<file path="src/rtl/cpu_pkg.sv">
// Shared constants for the 16-bit CPU core: bus widths, reset PC and instruction field layout.
package cpu_pkg;

  localparam int unsigned CPU_ADDR_W  = 16;
  localparam int unsigned CPU_DATA_W  = 16;
  localparam int unsigned FETCH_DEPTH = 4;

  localparam logic [CPU_ADDR_W-1:0] CPU_RESET_PC = 16'd10;

  // Opcode occupies the top bits of every instruction word.
  localparam int unsigned OPCODE_W   = 3;
  localparam int unsigned OPCODE_MSB = 15;
  localparam int unsigned OPCODE_LSB = OPCODE_MSB - OPCODE_W + 1;

  function automatic logic [OPCODE_W-1:0] opcode_of(input logic [CPU_DATA_W-1:0] inst);
    return inst[OPCODE_MSB:OPCODE_LSB];
  endfunction

endpackage

</file>
<file path="src/rtl/fetch_fifo.sv">
// In-order prefetch queue: synchronous FIFO with flush; head data reads as zero when empty.
module fetch_fifo #(
  parameter int unsigned WIDTH = 32,
  parameter int unsigned DEPTH = 4
) (
  input  logic                   clk,
  input  logic                   rst_n,
  input  logic                   push_i,
  input  logic                   pop_i,
  input  logic                   flush_i,
  input  logic [WIDTH-1:0]       wdata_i,
  output logic [WIDTH-1:0]       rdata_o,
  output logic                   full_o,
  output logic                   empty_o,
  output logic [$clog2(DEPTH):0] count_o
);

  localparam int unsigned PTR_W = $clog2(DEPTH);
  localparam int unsigned CNT_W = $clog2(DEPTH) + 1;

  logic [WIDTH-1:0] mem_q [DEPTH];
  logic [PTR_W-1:0] rd_ptr_q, rd_ptr_d;
  logic [PTR_W-1:0] wr_ptr_q, wr_ptr_d;
  logic [CNT_W-1:0] count_q, count_d;
  logic             do_push;
  logic             do_pop;

  always_comb begin
    do_push  = push_i & ~flush_i;
    do_pop   = pop_i & ~flush_i & (count_q != '0);
    rd_ptr_d = rd_ptr_q;
    wr_ptr_d = wr_ptr_q;
    count_d  = count_q + CNT_W'(do_push) - CNT_W'(do_pop);
    if (do_push) wr_ptr_d = wr_ptr_q + PTR_W'(1);
    if (do_pop)  rd_ptr_d = rd_ptr_q + PTR_W'(1);
    if (flush_i) begin
      rd_ptr_d = '0;
      wr_ptr_d = '0;
      count_d  = '0;
    end
  end

  always_ff @(posedge clk or negedge rst_n) begin
    if (!rst_n) begin
      rd_ptr_q <= '0;
      wr_ptr_q <= '0;
      count_q  <= '0;
    end else begin
      rd_ptr_q <= rd_ptr_d;
      wr_ptr_q <= wr_ptr_d;
      count_q  <= count_d;
    end
  end

  // Storage needs no reset: the head is masked to zero while empty.
  always_ff @(posedge clk) begin
    if (do_push) mem_q[wr_ptr_q] <= wdata_i;
  end

  always_comb begin
    rdata_o = '0;
    if (count_q != '0) rdata_o = mem_q[rd_ptr_q];
  end

  assign full_o  = (count_q == CNT_W'(DEPTH));
  assign empty_o = (count_q == '0);
  assign count_o = count_q;

endmodule

</file>
<file path="src/rtl/instr_fetch_unit.sv">
// Fetch stage: credit-limited instruction memory requests, in-order prefetch queue,
// and redirect with discard of words still in flight from the abandoned stream.
module instr_fetch_unit
  import cpu_pkg::*;
#(
  parameter int unsigned            ADDR_W   = CPU_ADDR_W,
  parameter int unsigned            DATA_W   = CPU_DATA_W,
  parameter int unsigned            DEPTH    = FETCH_DEPTH,
  parameter logic [ADDR_W-1:0]      RESET_PC = ADDR_W'(CPU_RESET_PC)
) (
  input  logic                clk,
  input  logic                rst_n,
  input  logic                fetch_en,
  input  logic                redirect_valid,
  input  logic [ADDR_W-1:0]   redirect_pc,
  output logic                mem_req,
  output logic [ADDR_W-1:0]   mem_addr,
  input  logic                mem_gnt,
  input  logic                mem_rvalid,
  input  logic [DATA_W-1:0]   mem_rdata,
  output logic                inst_valid,
  input  logic                inst_ready,
  output logic [DATA_W-1:0]   inst_data,
  output logic [ADDR_W-1:0]   inst_pc,
  output logic [OPCODE_W-1:0] opcode
);

  localparam int unsigned CNT_W = $clog2(DEPTH) + 1;
  localparam int unsigned SUM_W = CNT_W + 1;
  localparam int unsigned ENT_W = ADDR_W + DATA_W;

  logic [ADDR_W-1:0] fetch_pc_q, fetch_pc_d;
  logic [ADDR_W-1:0] resp_pc_q, resp_pc_d;
  logic [CNT_W-1:0]  inflight_q, inflight_d;
  logic [CNT_W-1:0]  discard_q, discard_d;

  logic [CNT_W-1:0]  q_count;
  logic              q_full;
  logic              q_empty;
  logic              q_push;
  logic              q_pop;
  logic [ENT_W-1:0]  q_wdata;
  logic [ENT_W-1:0]  q_rdata;

  logic              credit_ok;
  logic              issue;
  logic              rsp;

  // Queued plus outstanding words never exceed the queue depth, so a response always has room.
  always_comb begin
    credit_ok  = (SUM_W'(q_count) + SUM_W'(inflight_q)) < SUM_W'(DEPTH);
    mem_req    = fetch_en & ~redirect_valid & credit_ok;
    mem_addr   = fetch_pc_q;
    issue      = mem_req & mem_gnt;
    rsp        = mem_rvalid & (inflight_q != '0);
    q_push     = rsp & ~redirect_valid & (discard_q == '0);
    inst_valid = ~q_empty & ~redirect_valid;
    q_pop      = inst_valid & inst_ready;
    q_wdata    = {resp_pc_q, mem_rdata};
  end

  always_comb begin
    fetch_pc_d = fetch_pc_q;
    resp_pc_d  = resp_pc_q;
    inflight_d = inflight_q + CNT_W'(issue) - CNT_W'(rsp);
    discard_d  = discard_q;
    if (rsp && (discard_q != '0)) discard_d = discard_q - CNT_W'(1);
    if (issue)  fetch_pc_d = fetch_pc_q + ADDR_W'(1);
    if (q_push) resp_pc_d  = resp_pc_q + ADDR_W'(1);
    // Everything still outstanding after a redirect belongs to the abandoned stream.
    if (redirect_valid) begin
      fetch_pc_d = redirect_pc;
      resp_pc_d  = redirect_pc;
      discard_d  = inflight_d;
    end
  end

  always_ff @(posedge clk or negedge rst_n) begin
    if (!rst_n) begin
      fetch_pc_q <= RESET_PC;
      resp_pc_q  <= RESET_PC;
      inflight_q <= '0;
      discard_q  <= '0;
    end else begin
      fetch_pc_q <= fetch_pc_d;
      resp_pc_q  <= resp_pc_d;
      inflight_q <= inflight_d;
      discard_q  <= discard_d;
    end
  end

  fetch_fifo #(
    .WIDTH (ENT_W),
    .DEPTH (DEPTH)
  ) u_fifo (
    .clk     (clk),
    .rst_n   (rst_n),
    .push_i  (q_push),
    .pop_i   (q_pop),
    .flush_i (redirect_valid),
    .wdata_i (q_wdata),
    .rdata_o (q_rdata),
    .full_o  (q_full),
    .empty_o (q_empty),
    .count_o (q_count)
  );

  always_comb begin
    inst_pc   = q_rdata[ENT_W-1 -: ADDR_W];
    inst_data = q_rdata[DATA_W-1:0];
    opcode    = inst_data[OPCODE_MSB -: OPCODE_W];
  end

  a_no_push_when_full: assert property (@(posedge clk) disable iff (!rst_n) !(q_push && q_full));

endmodule

</file>
<file path="config.mk">
export PLATFORM = sky130hd
export DESIGN_NAME = instr_fetch_unit
export DESIGN_NICKNAME = d
export VERILOG_FILES = /design/src/rtl/cpu_pkg.sv /design/src/rtl/fetch_fifo.sv /design/src/rtl/instr_fetch_unit.sv
export SDC_FILE = /design/constraint.sdc
export NUM_CORES = 1
export LEC_CHECK = 0
export CAP_MARGIN = 20
export CORE_UTILIZATION = 45
export CTS_BUF_LIST = sky130_fd_sc_hd__clkbuf_8
export CTS_CLUSTER_SIZE = 10
export DETAILED_ROUTE_END_ITERATION = 10
export DONT_BUFFER_PORTS = 1
export PLACE_DENSITY = 0.65
export SLEW_MARGIN = 5
export SYNTH_ARGS = -nofsm -noshare
export SYNTH_HDL_FRONTEND = slang
export SYNTH_SLANG_ARGS = --single-unit
</file>
<file path="constraint.sdc">
create_clock -name clk -period 6 [get_ports clk]
set_clock_uncertainty 0.2 [all_clocks]
set_input_delay 1.2 -clock clk [delete_from_list [all_inputs] [get_ports clk]]
set_output_delay 1.2 -clock clk [all_outputs]
set_load 0.1 [all_outputs]
</file>
; Yosys cells after proc, flatten, opt, wreduce, memory -nomap -nowiden
; Memory sizes are Yosys's and may differ from the RTL's.
; Index checks and enable logic that the tools add are counted.
; W data, S select, Z words.
[classes]
addsub = 10
n_lt_le_gt_ge = 1
mux = 14
n_bitwise = 13
reduce_logical = 11
[ops]
columns = op, count
row1 = $mux W16, 4
row2 = $add A16 B1 Y16 const B, 2
row3 = $mux W32, 1
row4 = $and A1 B1 Y1, 11
row5 = $reduce_bool A2 Y1, 5
row6 = $mux W3, 3
row7 = $reduce_bool A3 Y1, 3
row8 = $mux W2, 4
row9 = $add A3 B1 Y3, 2
row10 = $logic_not A3 Y1, 2
row11 = $sub A3 B1 Y3, 2
row12 = $add A2 B1 Y2 const B, 2
row13 = $add A3 B3 Y4, 1
row14 = $lt A4 B3 Y1 const B, 1
row15 = $sub A3 B1 Y3 const B, 1
row16 = $mux W1, 2
row17 = $not A1 Y1, 2
row18 = $logic_and A1 B1 Y1, 1
[totals]
ff_bits = 45
mem_bits_rw = 128
in_bits = 39
output_inout_bits = 53
elab_cells = 57
n_memories = 1
[mem_list]
columns = memory, words, word_bits, read_ports, rd_ports_with_merged_regs, wr, line
row1 = u_fifo.mem_q, 4, 32, 1, 0, 1, fetch_fifo.sv:21  ; logic [WIDTH-1:0] mem_q [DEPTH];

; Logic depth before layout (Yosys ltp)
; Gate-level depths: netlist of the first run.
[logic_depth]
ltp_word = 8
ltp_mapped = 14
mapped_depth_nobuf = 12

; Hierarchy
; Synthesis of the first run repeated with hierarchy kept, for this count alone.
[unflattened]
cells_unflattened = 497
area_unflattened_um2 = 7639.8
[by_module_without_submodules]
columns = module, n_inst, cells_each, area_each_um2, seq_area_each_um2
row1 = fetch_fifo, 1, 248, 5342.6, 4018.9
row2 = instr_fetch_unit, 1, 249, 2297.2, 955.9

; Worst setup path after synthesis of the first run
; OpenSTA, ideal clock, no wires.
[synth_timing]
kind = flip-flop to output port
from = register u_fifo.rd_ptr_q[0]
to = output port opcode[0]
arrival_ns = 3.089
required_ns = 4.600
setup_slack_ns = 1.511
path_stages_with_launch = 6
n_path_buf = 3
path_cell_list = dfrtp_1 -> clkbuf_1 -> buf_2 -> mux4_2 -> nor2b_1 -> buf_4
[synth_via]
elab_chain_cells = 2
[synth_lines]
columns = item, line
row1 = "start, declared", fetch_fifo.sv:22  ; logic [PTR_W-1:0] rd_ptr_q, rd_ptr_d;
row2 = "start signal, assigned", fetch_fifo.sv:49  ; rd_ptr_q <= rd_ptr_d;
row3 = $mem_v2 Z4 W32, n/a
row4 = $mux W32, fetch_fifo.sv:62  ; if (count_q != '0) rdata_o = mem_q[rd_ptr_q];
row5 = "end, declared", instr_fetch_unit.sv:25  ; output logic [OPCODE_W-1:0] opcode
; Every way passes these cells.

; Final worst setup path of the first run
[layout_timing]
from = register u_fifo.rd_ptr_q[1]
to = output port inst_pc[13]
[layout_via]
elab_chain_cells = 2
[layout_lines]
columns = item, line
row1 = $mem_v2 Z4 W32, n/a
row2 = $mux W32, fetch_fifo.sv:62
row3 = "end, declared", instr_fetch_unit.sv:24  ; output logic [ADDR_W-1:0] inst_pc,
; Every way passes these cells.

==> results of run 1 <==
==> cells in the final DEF, fill, tap and decap left out, types with 11 or more instances in the layout <==
master / n
nand3_1: 13
nor2_1: 15
nand2_1: 25
clkbuf_8: 17
edfxtp_1: 128
ha_1: 14
nor2b_2: 29
inv_1: 23
o31a_1: 11
mux4_2: 32
o21ai_0: 11
xnor2_1: 13
dfrtp_1: 40
==> worst paths after layout <==
path / cells past startpoint / slack, ns / endpoint
worst max-delay path: 3 / 1.65 / inst_pc[13]
worst min-delay path: 0 / 0.23 / mem_addr[13]$_DFFE_PN0P_
worst max register to register: 12 / 2.54 / discard_q[2]$_DFFE_PN0P_
worst min register to register: 0 / 0.33 / u_fifo.mem_q[3][31]$_DFFE_PP_
max in group asynchronous: 0 / 5.17 / resp_pc_q[3]$_DFFE_PN1P_
min in group clk: 0 / 0.33 / u_fifo.mem_q[3][31]$_DFFE_PP_
==> power groups by stage <==
| stage | Clock (mW) | Sequential (mW) | Combinational (mW) |
|---|---|---|---|
| after floorplan | 0 | 1.58 | 1.56 |
| after global placement | 0 | 1.65 | 1.69 |
| after detailed placement | 0 | 1.66 | 1.70 |
| after CTS | 0.792 | 1.63 | 1.71 |
| after global routing | 0.838 | 1.65 | 1.77 |
| final | 0.774 | 1.63 | 1.69 |
==> routing by layer <==
layer | routed length [um] | track usage | part of all wire | vias to the layer above
li1 | - | - | - | 1890
met1 | 6265 | 0.2262 | 0.44 | 2034
met2 | 6749 | 0.2743 | 0.48 | 153
met3 | 1007 | 0.05805 | 0.071 | 23
met4 | 176 | 0.05297 | 0.012 | 0
met5 | 0 | 0 | 0 | -
==> cell type report <==
cell class,instances,area (sq um),area share
Inverter,24,90.09,0.01090
Tap cell,220,275.3,0.03331
Sequential cell,173,4976,0.6021
Multi-Input combinational cell,274,2492,0.3016
Timing Repair Buffer,7,52.55,0.006359
Clock buffer,17,234.0,0.02831
Clock inverter,14,143.9,0.01741
==> sequential cells by signal, indices dropped and copies added (netlist names) <==
signal / count
u_fifo.rd_ptr_q: 2
resp_pc_q: 16
u_fifo.mem_q: 128
inflight_q: 3
discard_q: 3
u_fifo.wr_ptr_q: 2
u_fifo.count_o: 3
mem_addr: 16
==> synthesized netlist by cell type (8+ instances only) <==
cell	number	area [sq um]
nor2b_1	34	212.7
and4_1	8	70.07
and3_1	8	50.05
xnor2_1	13	113.9
nor2_1	16	60.06
inv_1	23	86.33
ha_1	14	175.2
o21ai_0	11	55.05
mux4_2	32	720.7
nand3_1	13	65.06
nand2_1	25	93.84
edfxtp_1	128	3844
o31a_1	11	96.34
clkbuf_1	15	56.30
a21oi_1	8	40.04
dfrtp_1	41	1026
==> cell families (layout without fill, tap and decap cells) <==
logic type	Yosys count	count (layout)	synth area share
XOR/XNOR	16	16	0.01846
multiplexers	37	37	0.1017
AND/OR/NAND/NOR	146	146	0.1114
buffers and inverters	51	62	0.02983
flip-flops	173	173	0.6553
adder cells (fa/ha/maj)	16	16	0.02835
AO/OA/AOI/OAI	59	59	0.05489
==> through the flow <==
stage | total power [mW] | instances | utilization | area [sq um]
after floorplan | 3.138 | 498 | - | 7591
after global placement | 3.336 | 698 | 0.4772 | 7886
after detailed placement | 3.359 | 698 | 0.4772 | 7886
after CTS | 4.131 | 729 | 0.5001 | 8264
after global routing | 4.258 | 729 | 0.5001 | 8264
final | 4.094 | 729 | 0.5001 | 8264
==> worst max-delay path, cell delays in order (launching register included) <==
cell and delay [ns]:
dfrtp_1 1.07, buf_4 0.35, mux4_2 0.21, nor2b_2 0.86
==> results.md, run 1 <==
- Status: complete, no violations
- Highest Clock Rate: between 200 and 250 MHz
- Setup TNS Final: 0 ns
- Ys async rst share: 0.2601
- Comb power frac: 0.413
- DRT iter0 DRCs: approximately 230
- Maximum fanout along the worst path: 24
- Largest net degree at the start of global routing: 46
- Reg power frac: 0.398
- Routability congestion estimate: roughly 0.80
- CTS Hold Buffers Added: 0
- Power Density: approximately 500 nW/um^2
- Nets: approximately 550
- Initial antenna violation count: 0
- Vias: 4100
- Die width: about 130 um
- First-pass GRT wire length: ~23 mm
- Synth Cell Area: 7591 sq um
- Share of cells above drive strength 1: 0.2259
- Cells after synthesis: about 500
- P&R area growth vs syn: 8.868%
- Total Wirelength: 14.20 mm
- Relative slew slack: 0.2085
- Post-CTS sizing: 0
- Max Slew Vio Count: 0
- Hold Path Class: in2async
- Final Setup Violations: 0
- Core area: around 17000 sq um
- Clock sink total: about 170
- Fillcell total: ~1400
- H-tree Lvls: 4
- Final hold violation count: 0
- Internal: roughly 2.1 mW
- Diode count: 0
- Setup crit start kind: flip-flop
- Worst setup margin: 1.647 ns
- Critical Path Sink Type: primary output
- Worst setup path startpoint: u_fifo.rd_ptr_q[1]$_DFFE_PN0P_
- Drt wl/cell: a little under 20 um
- Num CTS Buffers: 17
- Yosys warnings: 0
- Net switching power: about 2.0 mW
- # rows: between 40 and 50
- Postcts setup bufs: 0
- Post-synth EDFFs: between 100 and 150
- Static Leakage: about 2.8 nW
- Tot GR Track Use: 0.1729
- Initial Util: 0.4594
- # Max-Cap Violations: 0
- RSZ-0062 raised after global routing: no
- Die ar.: about 17000 sq um
- Vias in the first global route: 4160
- Synth unique cells: 51
- Drt pass-1 iters: 4
- Clock slew at the register clock pins of the worst setup and hold paths: 0.09 ns
- Post-synthesis register bit count: roughly 170
- Synthesized net count: 553
- Minimum hold slack: roughly 0.23 ns
- Port bufs: 0
- Chip height: around 130 um
- WP data arrival: about 3.0 ns
- Via density: 5.624
- Minimum clock period: 4.353 ns
- Avg Cell Area, Syn: 15.24 sq um
- Overflow after GRT: 0
- Worst Tran Pin Value: approximately 1.2 ns
- Most used DFF post-synth: edfxtp_1
- IO Pins: just over 90
- # DRC: 0
- Sequential element share of the synthesized area: 0.6553
- TritonCTS clock tree: done
- Pre-CTS setup slack: between 2 and 2.5 ns
- Share of total power in the clock network: 0.189
- Routed Antenna Nets: 0
- Final period util: 0.7255
- Clk_lat worst skew: 0.45 ns
- Worst vdd ir: 0.4020 mV
- Kind of critical path: reg2out
- Switching portion of total power: 0.4860
- Dpl hpwl: around 9.3 mm
- CTS root buf: clkbuf_8
- WP data required: approximately 4.6 ns
- Max Root-Sink Buffers: 2
- Critical R2R Launch: inflight_q[2]$_DFF_PN0_
Power figures use the tool's default switching activity.
==> run 2: changes to the inputs <==
==> constraint.sdc (replaced) <==
create_clock -name clk -period 4.2 [get_ports clk]
set_clock_uncertainty 0.2 [all_clocks]
set_input_delay 0.84 -clock clk [delete_from_list [all_inputs] [get_ports clk]]
set_output_delay 0.84 -clock clk [all_outputs]
set_load 0.1 [all_outputs]
==> run 2 against run 1 <==
  * First-iteration DRC count is 13% higher
  * Total power increased by 46%
  * Highest routed layer unchanged
  * Worst hold slack worse by 0.20 ns
==> results.md, run 2 (synthesized netlist as in run 1, its figures left out) <==
- Status: complete, no violations
- Post-CTS sizing: 0
- Final hold violation count: 0
- Fin area: about 8600 sq um
- Final period util: 0.8571
- Routed Antenna Nets: 0
- Largest net degree at the start of global routing: between 40 and 50
- Drt pass-1 iters: 4
- Clk_lat worst skew: 0.44 ns
- Highest Clock Rate: between 200 and 300 MHz
- Top reg by flops: u_fifo.mem_q
- Tot GR Track Use: 0.1804
- IO Pins: 92
- Reg-to-reg slack, setup: between 0.8 and 0.9 ns
- Die ar.: approximately 17000 sq um
- Worst Tran Pin Value: ~1.0 ns
- Initial Util: 0.4594
- # DRC: 0
- Setup TNS Final: 0 ns
- Share of cells above drive strength 1: 0.2793
- WP data arrival: between 2 and 3 ns
- Via density: 5.614
- Vias in the first global route: approximately 4400
- WP data required: approximately 3.2 ns
- Dpl hpwl: around 9.1 mm
- Reg-to-Reg End: discard_q[2]$_DFFE_PN0P_
- RSZ-0062 raised after global routing: no
- Most frequent cells in the layout: edfxtp_1 (128), buf_4 (50), dfrtp_1 (40)
- Clock sink total: approximately 170
- Drt wl/cell: 18.72 um
- Routability congestion estimate: a little over 0.8
- Multi-input logic area: ~2500 sq um
- Relative slew slack: 0.3035
- Initial antenna violation count: 0
- Core area: 16520 sq um
- Critical Path Sink Type: primary output
- Diode count: 0
- Final Setup Violations: 0
- Num CTS Buffers: 17
- R2R depth: 12
- Minimum clock period: 3.600 ns
- Max FFs per register: 128
- Critical R2R Launch: inflight_q[2]$_DFF_PN0_
- FF+latch area: between 4000 and 5000 sq um
- Static Leakage: just over 3 nW
- Max Root-Sink Buffers: 2
- H-tree Lvls: 4
- Vias: about 4400
- Die width: 131.9 um
- Overflow after GRT: 0
- TritonCTS clock tree: done
- # rows: 47
- First-pass GRT wire length: roughly 24 mm
- Finished Layout Cells: a little under 800
- Kind of critical path: reg2out
- # Max-Cap Violations: 0
- Total Power: around 6 mW
- P&R area growth vs syn: 13.04%
- Total Wirelength: ~15 mm
- Port bufs: 0
- Hold Path Class: in2async
- Worst vdd ir: between 0.5 and 0.6 mV
- Util after Layout: 0.5193
- Power Density: 697.2 nW/um^2
- Clock slew at the register clock pins of the worst setup and hold paths: around 0.08 ns
- Max Slew Vio Count: 0
- Placed Instance Area: approximately 8200 sq um
- Commonest non-fill, non-tap cell in the layout: edfxtp_1
- # placed instances: between 700 and 800
- Nets: around 600
- CTS root buf: clkbuf_8
- Chip height: between 100 and 150 um
- Maximum fanout along the worst path: 19
- Fillcell total: between 1000 and 1500
- DRT iter0 DRCs: roughly 260
- Setup crit start kind: flip-flop
run 2: routing by layer:
| metal | wire length (um) | vias up | global-route usage | share of wire |
|---|---|---|---|---|
| met5 | 0 | - | 0 | 0 |
| met4 | 416 | 0 | 0.08850 | 0.029 |
| met3 | 1088 | 20 | 0.06036 | 0.075 |
| met2 | 6666 | 140 | 0.2716 | 0.46 |
| met1 | 6337 | 2213 | 0.2354 | 0.44 |
| li1 | - | 1978 | - | - |
run 2: critical path, cell delays in order (launching register included):
cell and delay [ns]:
dfrtp_2 0.77, buf_4 0.38, mux4_2 0.55, nor2b_2 0.16, buf_4 0.25
run 2: worst max path at each step:
stage / startpoint / endpoint / slack, ns
2_1_floorplan: u_fifo.rd_ptr_q[0]$_DFFE_PN0P_ / opcode[0] / 0.07
5_1_grt: u_fifo.rd_ptr_q[0]$_DFFE_PN0P_ / inst_pc[10] / 0.41
4_1_cts: u_fifo.rd_ptr_q[0]$_DFFE_PN0P_ / inst_pc[9] / 0.48
3_5_place_dp: redirect_valid / discard_q[2]$_DFFE_PN0P_ / 0.69
6_report: u_fifo.rd_ptr_q[0]$_DFFE_PN0P_ / inst_pc[10] / 0.60
3_3_place_gp: redirect_valid / discard_q[2]$_DFFE_PN0P_ / 0.76
run 2: area by class of cell:
cell class	instances	share of cell area
Multi-Input combinational cell	274	0.2905
Clock buffer	17	0.02727
Clock inverter	13	0.009332
Inverter	24	0.01050
Tap cell	220	0.03208
Timing Repair Buffer	54	0.05045
Sequential cell	173	0.5799
run 2: where the power goes:
group	switching, mW	leakage [nW]	internal (mW)
clock network	0.553	0.167	0.393
logic	2.04	1.18	0.739
registers	0.278	1.68	1.98
run 2: stage by stage:
step	worst slack [ns]	hold WS [ns]
floorplan	0.07122	0.2760
global placement	0.7561	0.3064
detailed placement	0.6949	0.3294
CTS	0.4781	0.0001067
global route	0.4059	0.01223
finish	0.6001	0.03118
run 2: timing repair:
item                      CTS  global route
setup buffers               0             0
hold buffers                3             1
hold endpoints to repair   41             2
